**config.mk**
```make
export PLATFORM = sky130hd
export DESIGN_NAME = rip_bp_update_queue
export DESIGN_NICKNAME = d
export VERILOG_FILES = /design/src/rtl/rip_bp_update_queue.sv
export SDC_FILE = /design/constraint.sdc
export NUM_CORES = 1
export LEC_CHECK = 0
export BUFFER_PORTS_ARGS = -buffer_cell sky130_fd_sc_hd__buf_2
export CAP_MARGIN = 20
export CORE_UTILIZATION = 50
export DETAILED_ROUTE_END_ITERATION = 16
export PLACE_DENSITY = 0.72
export SLEW_MARGIN = 20
export SYNTH_ARGS = -nofsm -noshare
export SYNTH_HDL_FRONTEND = slang
export SYNTH_SLANG_ARGS = --single-unit
export TNS_END_PERCENT = 1
```
**constraint.sdc**
```tcl
create_clock -name clk -period 5 [get_ports clk]
set_clock_uncertainty 0.2 [all_clocks]
set_input_delay 0 -clock clk [delete_from_list [all_inputs] [get_ports clk]]
set_output_delay 0 -clock clk [all_outputs]
set_load 0.02 [all_outputs]
```
**src/rtl/rip_bp_update_queue.sv**
```systemverilog
// In-order queue of branch-predictor state for branches in flight between fetch and execute.
// Drives the predictor update port one cycle after each resolve and flags mispredicts.
module rip_bp_update_queue #(
    parameter int unsigned DEPTH    = 8,
    parameter int unsigned INDEX_W  = 10,
    parameter int unsigned WEIGHT_W = 2
) (
    input  logic                       clk,
    input  logic                       rst,
    input  logic                       push_valid,
    output logic                       push_ready,
    input  logic [INDEX_W-1:0]         push_index,
    input  logic [WEIGHT_W-1:0]        push_weight,
    input  logic                       push_pred,
    input  logic                       resolve_valid,
    input  logic                       resolve_taken,
    input  logic                       flush,
    output logic                       update,
    output logic [INDEX_W-1:0]         update_index,
    output logic [WEIGHT_W-1:0]        update_weight,
    output logic                       actual,
    output logic                       mispredict,
    output logic [$clog2(DEPTH):0]     count,
    output logic                       empty,
    output logic                       full,
    output logic                       err_underflow
);

    localparam int unsigned PTR_W = $clog2(DEPTH);
    localparam int unsigned CNT_W = PTR_W + 1;
    localparam int unsigned ENT_W = INDEX_W + WEIGHT_W + 1;

    logic [ENT_W-1:0]    mem_q [DEPTH];
    logic [PTR_W-1:0]    wr_ptr_q, wr_ptr_d;
    logic [PTR_W-1:0]    rd_ptr_q, rd_ptr_d;
    logic [CNT_W-1:0]    count_q, count_d;
    logic                update_q, mispredict_q, actual_q, err_q;
    logic [INDEX_W-1:0]  upd_index_q;
    logic [WEIGHT_W-1:0] upd_weight_q;

    logic                do_push, do_pop;
    logic [ENT_W-1:0]    head;
    logic [INDEX_W-1:0]  head_index;
    logic [WEIGHT_W-1:0] head_weight;
    logic                head_pred;

    assign empty      = (count_q == '0);
    assign full       = (count_q == CNT_W'(DEPTH));
    assign push_ready = ~full;
    assign count      = count_q;

    assign do_push = push_valid & ~full & ~flush;
    assign do_pop  = resolve_valid & ~empty;

    assign head = mem_q[rd_ptr_q];
    assign {head_index, head_weight, head_pred} = head;

    // Flush discards everything after the same-cycle pop: read pointer jumps to the
    // (unadvanced) write pointer since any same-cycle push is dropped.
    always_comb begin
        wr_ptr_d = wr_ptr_q;
        rd_ptr_d = rd_ptr_q;
        count_d  = count_q;
        if (do_push) begin
            wr_ptr_d = wr_ptr_q + PTR_W'(1);
        end
        if (flush) begin
            rd_ptr_d = wr_ptr_q;
            count_d  = '0;
        end else begin
            if (do_pop) begin
                rd_ptr_d = rd_ptr_q + PTR_W'(1);
            end
            count_d = count_q + CNT_W'(do_push) - CNT_W'(do_pop);
        end
    end

    always_ff @(posedge clk) begin
        if (do_push) begin
            mem_q[wr_ptr_q] <= {push_index, push_weight, push_pred};
        end
    end

    always_ff @(posedge clk or posedge rst) begin
        if (rst) begin
            wr_ptr_q     <= '0;
            rd_ptr_q     <= '0;
            count_q      <= '0;
            update_q     <= 1'b0;
            mispredict_q <= 1'b0;
            actual_q     <= 1'b0;
            err_q        <= 1'b0;
            upd_index_q  <= '0;
            upd_weight_q <= '0;
        end else begin
            wr_ptr_q     <= wr_ptr_d;
            rd_ptr_q     <= rd_ptr_d;
            count_q      <= count_d;
            update_q     <= do_pop;
            mispredict_q <= do_pop & (head_pred ^ resolve_taken);
            if (do_pop) begin
                upd_index_q  <= head_index;
                upd_weight_q <= head_weight;
                actual_q     <= resolve_taken;
            end
            if (resolve_valid & empty) begin
                err_q <= 1'b1;
            end
        end
    end

    assign update        = update_q;
    assign mispredict    = mispredict_q;
    assign actual        = actual_q;
    assign update_index  = upd_index_q;
    assign update_weight = upd_weight_q;
    assign err_underflow = err_q;

endmodule
```
; Yosys cells after proc, flatten, opt, wreduce, memory -nomap -nowiden
; Memory sizes are Yosys's and may differ from the RTL's.
; Cells that the tools add are included.
[totals]
mem_count = 1
elab_cells = 31
ramBits = 104
regBits = 26
[mem_list]
columns = name, depth, width, rd, rd_ports_with_merged_regs, wr, line
row1 = mem_q, 8, 13, 1, 0, 1, 33  ; logic [ENT_W-1:0] mem_q [DEPTH];
[op_classes]
reduce_logical = 2
n_addsub = 4
mux = 5
n_eq_ne = 1
n_bitwise = 9
[op_table]
columns = op, count
row1 = adder 3 x 1 -> 3 bit (second input constant), 2
row2 = 2-to-1 mux 3 bit, 2
row3 = bitwise AND 1 bit, 5
row4 = adder 4 x 1 -> 4 bit, 1
row5 = equality test 4 bit (second input constant), 1
row6 = zero test 4 bit, 1
row7 = 2-to-1 mux 4 bit, 1
row8 = subtractor 4 x 1 -> 4 bit, 1
row9 = NOT 1 bit, 3
row10 = 2-to-1 mux 1 bit, 2
row11 = nonzero test 2 bit, 1
row12 = XOR 1 bit, 1

; Logic depth before layout (Yosys ltp)
; Gate-level depths: netlist (run 1).
[depth]
word_depth = 7
depth_mapped = 13

; Least setup slack after synthesis (run 1)
; Ideal clock, no wire load.
[synth_path]
path_type = flip-flop to flip-flop
from = register count_q[2] (netlist: count[2])
to = memory mem_q[0][0] (netlist name) (enable)
arrival_ps = 2415
synth_period_minus_slack_ps = 3014
path_slack_ps = 1986
stages_incl_launch_ff = 8
path_cell_list = dfrtp_1 inv_1 ha_1 nand2_1 inv_2 nor3b_4 nand2b_1 nor3_1
[synth_via]
elab_chain_len = 6
[synth_rtl]
columns = item, line
row1 = from (decl), 36  ; logic [CNT_W-1:0] count_q, count_d;
row2 = from (signal assigned), 98  ; count_q <= count_d;
row3 = equality test 4 bit, 48  ; assign full = (count_q == CNT_W'(DEPTH));
row4 = NOT 1 bit, n/a
row5 = net push_ready, 11  ; output logic push_ready,
row6 = bitwise AND 1 bit (2 in series), 52  ; assign do_push = push_valid & ~full & ~flush;
row7 = 2-to-1 mux 1 bit, 79  ; if (do_push) begin
row8 = 2-to-1 mux 1 bit (not written as such), 80  ; mem_q[wr_ptr_q] <= {push_index, push_weight, push_pred};
row9 = to (decl), 33
; The timed path passes the listed nets, and every way through them passes these cells.

; Final worst setup path (run 1)
[layout_path]
from = register count_q[2] (netlist: count[2])
to = register count_q[2] (netlist: count[2])
[layout_via]
elab_chain_len = 7
word_cells_on_any_way = 10
[layout_rtl]
columns = item, line
row1 = equality test 4 bit, 48
row2 = NOT 1 bit, 52
row3 = bitwise AND 1 bit (2 in series), 52
row4 = adder 4 x 1 -> 4 bit, 74  ; count_d = count_q + CNT_W'(do_push) - CNT_W'(do_pop);
row5 = subtractor 4 x 1 -> 4 bit *, 74
row6 = 2-to-1 mux 4 bit *, 67  ; if (flush) begin
row7 = net count_d[2], 36
; Mark *: on every way through the listed nets, which the timed path passes. The rest lies on a longest branch.
; A chain may end at the register's enable or synchronous reset.

==> flow_summary.ini, run 1 <==
[clock_tree]
clock_tree.buffer_depth = 2
clkTransAtPathRegs_ns = 0.06
post_cts.repair.setup_buffers = 0
tritoncts = done
tritoncts.num_buffers = 17
cts_num_sinks = 130
clock_insertion_delay_worst_skew_ns = 0.52
cts_max_level = 4
clock-root-buffer = clkbuf_8

[timing]
max_slew_margin_pct = 34.6
maxClockFrequency_mhz = 328
timing.setup.tns_ns = 0
final-max-slew-violation-count = 0
final_hold_viol_count = 0
finalCriticalPeriod_ns = 3.05
worst-slew-pin-transition_ns = 0.981
period_share_pct = 61.0
rsz0062_at_grt = no
setup_viol = 0

[placement]
place.detailed.instances = 497
gp_congestion = 0.740
io_buffer_count = 41
detailed_place_hpwl_um = 5830

[drt]
route.detailed.drc = 0
drt.antenna.violating_nets = 0
route.final.wire_length_um = 10000
dr.pass1.iters = 4
vias_per_cell = 5.32
vias = 2919
drt_first_iter_violations = 158
wire_per_inst_um = 18.3

[power_and_ir_drop]
clockPowerShare_pct = 35.3
seq_power_share_pct = 38.4
power.net_switching_mw = 1.22
switching_part_of_the_total_power_pct = 31.3
power.static_leakage_nw = 2.52
max-vdd-ir-drop_mv = 0.282
cell_internal_pwr_mw = 2.69
power_density_nw_per_um2 = 607
post_layout_power_mw = 3.91
combinationalPowerShare_pct = 26.3

[worst_setup_path]
cpPeakStageDelay_ns = 0.39
timing.critical_path.slowest_stage_cell = fa_1
worstSetupEndpointType = flip-flop
criticalPathCategory = reg -> reg
critPathRequiredTime_ns = 5.20
worstPathArrival_ns = 3.25
crit_path_frequent_cell = ha_1
critical_path_source_type = flip-flop
cp_cell_sequence = inv_1 > ha_1 > or3b_4 > nand2_2 > inv_2 > ha_1 > inv_1 > ha_1 > fa_1 > xnor2_1 > nor2_1
path_max_fanout = 18

[synth]
synthesis.area_per_instance_um2 = 15.9
synthDominantAreaCellType = edfxtp_1
synth_fp_nets = 354
yosys.cell_types.count = 31
syn-instance-count = 326
synth_sequential_area_ratio_pct = 72.7
netlist_area_um2 = 5190
area_contributors_post_synth = edfxtp_1 60%, dfrtp_1 13%, mux2i_1 10%, a22oi_1 3.5%, nand2_1 2.5%
synth.top_cell.area_share_pct = 60.1
synth.yosys.warnings = 0
synth-seq-cells = 130

[floorplan]
die_extent_in_y_um = 104
fp-row-count = 36
core_um2 = 9910
starting_utilization_of_the_core_area_pct = 52.4
boundaryPins = 42
fp.dieArea_um2 = 10800
die-width_um = 104

[finish]
post_route_cells_drive_above_1_share_pct = 22.6
final_net_count = 431
area.growth.synth_to_final_pct = 24.0
number_of_inserted_diodes = 0
postLayoutCoreUtil_pct = 65.0
fin_cells = 549

[global_routing]
globalRoute.totalOverflow = 0
grt_pass1_wl_um = 15600
via_count_of_the_first_global_routing_pass = 2934
grt_util_all_layers_pct = 19.9
grt_start_max_net_pins = 34
grt_antenna_before_repair = 0

[hold_path]
hold_path_class = in -> reg

[status]
status = completed

[flow_run]
timing.max_cap.violations = 0
cell type report:
| class | count | area (um^2) |
|---|---|---|
| clock inverters | 15 | 254 |
| well taps | 133 | 166 |
| repair buffers | 71 | 480 |
| clock buffers | 17 | 414 |
| multi-input cells | 173 | 1310 |
| inverters | 10 | 37.5 |
| flip-flops and latches | 130 | 3770 |
| fillers | 707 | 3470 |
layer usage:
metal / vias to the layer above / routed length [um] / GRT usage [%] / share of wire (%)
li1: 1368 / - / - / -
met1: 1453 / 4250 / 25.2 / 42
met2: 84 / 5120 / 33.3 / 51
met3: 14 / 516 / 5.08 / 5.1
met4: 0 / 151 / 6.94 / 1.5
met5: - / 0 / 0 / 0
worst max-delay path, delay by kind of cell (launching register included):
family	cells	cell delay (ns)
adder cells (fa/ha/maj)	4	1.08
AND/OR/NAND/NOR	3	0.71
buffers and inverters	3	0.39
flip-flops	1	0.37
XOR/XNOR	1	0.17
cell usage after synthesis (all sizes together):
| cell | count |
|---|---|
| a21o | 2 |
| a21oi | 1 |
| a221oi | 1 |
| a22o | 1 |
| a22oi | 24 |
| and2 | 1 |
| buf | 9 |
| clkbuf | 4 |
| dfrtp | 26 |
| edfxtp | 104 |
| fa | 1 |
| ha | 8 |
| inv | 10 |
| mux2 | 1 |
| mux2i | 54 |
| nand2 | 35 |
| nand2b | 4 |
| nand3 | 13 |
| nor2 | 10 |
| nor2b | 4 |
| nor3 | 2 |
| nor3b | 1 |
| o21ai | 3 |
| or3b | 1 |
| xnor2 | 4 |
| xor2 | 2 |
cells in the final DEF (no fill, tap or decap), drive strengths merged, types with 2 or more instances in the layout:
cell	count
edfxtp	104
mux2i	54
buf	51
nand2	35
dfrtp	26
a22oi	24
dlygate4sd3	20
clkbuf	17
nand3	13
inv	12
nor2	10
ha	8
bufinv	6
xnor2	4
nand2b	4
clkinvlp	4
nor2b	4
o21ai	3
clkinv	3
xor2	2
nor3	2
a21o	2
metrics by stage:
stage          setup WS (ns)  hold WS, ns  instance area [um^2]
4_1_cts                 1.93       0.0503                  6430
6_report                1.95       0.0671                  6440
5_1_grt                 1.80       0.0789                  6440
3_3_place_gp            2.06       0.0458                  5570
2_1_floorplan           1.99       -0.160                  5190
3_5_place_dp            1.94       0.0496                  5570
final timing paths:
path / startpoint / end / slack (ns) / depth (start not counted)
min in group asynchronous: rst / update$_DFF_PP0_ / 0.48 / 4
worst min-delay path: resolve_valid / err_underflow$_DFFE_PP0P_ / 0.07 / 3
worst min register to register: err_underflow$_DFFE_PP0P_ / err_underflow$_DFFE_PP0P_ / 0.25 / 1
max in group asynchronous: rst / rd_ptr_q[0]$_DFFE_PP0P_ / 3.64 / 4
worst max-delay path: count[2]$_DFF_PP0_ / count[2]$_DFF_PP0_ / 1.95 / 11
worst max register to register: count[2]$_DFF_PP0_ / count[2]$_DFF_PP0_ / 1.95 / 11
cells by family (layout without fill, tap and decap cells):
| logic type | Yosys count | count (layout) | share of synthesized area [%] |
|---|---|---|---|
| AO/OA/AOI/OAI | 32 | 32 | 4.60 |
| XOR/XNOR | 6 | 6 | 1.01 |
| adder cells (fa/ha/maj) | 9 | 9 | 2.31 |
| buffers and inverters | 23 | 113 | 2.36 |
| flip-flops | 130 | 130 | 72.7 |
| multiplexers | 55 | 55 | 10.6 |
| AND/OR/NAND/NOR | 71 | 71 | 6.41 |
power by group through the flow:
stage	clock, mW	combinational [mW]	sequential (mW)
floorplan	0	0.719	1.52
global placement	0	0.993	1.52
detailed placement	0	1.01	1.53
CTS	1.39	1.04	1.51
global route	1.44	1.13	1.53
finish	1.38	1.03	1.50
registers in the layout, summed over array words and instances, names as in the netlist:
signal / flops
mem_q: 104
wr_ptr_q: 3
count: 4
rd_ptr_q: 3
err_underflow: 1
actual: 1
update_index: 10
update_weight: 2
update: 1
mispredict: 1
timing repair:
item,in CTS,in global routing
hold buffers,19,1
gates resized for setup,0,0
setup endpoints to repair,0,0
endpoints found under the hold margin,156,26
Note: power is estimated with default switching activity, not from simulation.
==> run 2: changes to the inputs <==
PLACE_DENSITY = 0.75   (was 0.72)
clock period = 2.8 ns   (was 5 ns; I/O delays follow)
==> flow_summary.ini, run 2 (synthesis results as in run 1) <==
[finish]
final_net_count = 443
number_of_inserted_diodes = 0
fin_cells = 561
area.growth.synth_to_final_pct = 24.8
layout_commonest_cell = edfxtp_1
max_ffs_per_register = 104
post_route_cells_drive_above_1_share_pct = 23.1
registers.top_by_ff_count = mem_q
mostFrequentLayoutCells = 104 x edfxtp_1, 54 x mux2i_1, 41 x buf_2
final_design_area_no_fill_um2 = 6480

[power_and_ir_drop]
power.static_leakage_nw = 2.57
max-vdd-ir-drop_mv = 0.538
power_density_nw_per_um2 = 1060

[floorplan]
die_extent_in_y_um = 104
fp.dieArea_um2 = 10800
fp-row-count = 36
boundaryPins = 42
die-width_um = 104
core_um2 = 9910
starting_utilization_of_the_core_area_pct = 52.4

[drt]
vias = 2979
drt.antenna.violating_nets = 0
drt_first_iter_violations = 158
dr.pass1.iters = 4
route.final.wire_length_um = 10500
route.detailed.drc = 0
wire_per_inst_um = 18.7
vias_per_cell = 5.31

[timing]
setup_viol = 0
period_share_pct = 90.4
maxClockFrequency_mhz = 395
max_slew_margin_pct = 48.9
worst-slew-pin-transition_ns = 0.766
finalCriticalPeriod_ns = 2.53
final_hold_viol_count = 0
rsz0062_at_grt = no
final-max-slew-violation-count = 0
timing.setup.tns_ns = 0

[worst_setup_path]
worstPathArrival_ns = 2.73
path_max_fanout = 3
critical_path_source_type = flip-flop
critPathRequiredTime_ns = 3.00
criticalPathCategory = reg -> reg
crit_path_frequent_cell = ha_1
cp_cell_sequence = inv_1 > ha_1 > or3b_4 > nand2_2 > inv_2 > ha_1 > inv_1 > ha_1 > fa_1 > xnor2_1 > nor2_1
timing.critical_path.slowest_stage_cell = or3b_4
worstSetupEndpointType = flip-flop
cpPeakStageDelay_ns = 0.38

[hold_path]
hold_path_class = in -> reg

[clock_tree]
cts_num_sinks = 130
post_cts.repair.setup_buffers = 0
clock_tree.buffer_depth = 2
tritoncts = done
clkTransAtPathRegs_ns = 0.05
clock-root-buffer = clkbuf_8
clock_insertion_delay_worst_skew_ns = 0.51
tritoncts.num_buffers = 17
cts_max_level = 4

[global_routing]
globalRoute.totalOverflow = 0
grt_antenna_before_repair = 0
grt_start_max_net_pins = 36
grt_pass1_wl_um = 16600
grt_util_all_layers_pct = 21.0
via_count_of_the_first_global_routing_pass = 3100

[placement]
gp_congestion = 0.754
detailed_place.area_um2 = 5690
place.detailed.instances = 510
io_buffer_count = 41
detailed_place_hpwl_um = 6290

[flow_run]
timing.max_cap.violations = 0

[status]
status = completed
## run 2: report_power, final
| group | internal, mW | total, mW | switching [mW] |
|---|---|---|---|
| Combinational | 0.835 | 2.04 | 1.21 |
| Sequential | 2.39 | 2.57 | 0.182 |
| Clock | 1.49 | 2.22 | 0.731 |
## run 2: repair_timing
action | CTS | global route
resized for setup | 0 | 0
hold buffers | 18 | 1
endpoints found under the hold margin | 156 | 26
## run 2: final timing paths
check                                          start                           end  slack, ns  cells after the start
max                               count[2]$_DFF_PP0_            count[2]$_DFF_PP0_       0.27                     11
min                                    resolve_valid     err_underflow$_DFFE_PP0P_       0.08                      3
max reg2reg                       count[2]$_DFF_PP0_            count[2]$_DFF_PP0_       0.27                     11
min reg2reg                err_underflow$_DFFE_PP0P_     err_underflow$_DFFE_PP0P_       0.26                      1
max in group asynchronous                        rst       rd_ptr_q[0]$_DFFE_PP0P_       1.53                      4
min in group asynchronous                        rst  update_weight[0]$_DFFE_PP0P_       0.44                      4
## run 2: per-stage QoR
step	hold slack [ns]	util (%)	power [mW]	setup WS [ns]
after floorplan	-0.160	-	4.01	-0.213
after detailed placement	0.0434	57.4	4.61	0.272
after CTS	0.0477	65.3	6.89	0.248
after global routing	0.0772	65.4	7.19	0.101
after global placement	0.0253	57.4	4.54	0.307
final	0.0793	65.4	6.84	0.268
## run 2: worst max-delay path, delay by kind of cell, from the launching register on
kind | cells | cell delay, ns
buffers and inverters | 3 | 0.18
adder cells (fa/ha/maj) | 4 | 0.99
flip-flops | 1 | 0.37
AND/OR/NAND/NOR | 3 | 0.52
XOR/XNOR | 1 | 0.16
## run 2: routing by layer
layer	routed length [um]	vias up	track usage, %
met3	612	16	5.51
li1	-	1400	-
met4	147	0	8.88
met1	4420	1472	26.7
met2	5290	91	34.4
met5	0	-	0
## run 2: cell type report
type / count / area (um^2)
sequential: 130 / 3770
fill: 690 / 3430
multi-input combinational: 173 / 1310
timing repair buffer: 83 / 593
clock buffer: 26 / 468
tap: 133 / 166
clock inverter: 6 / 133
inverter: 10 / 37.5
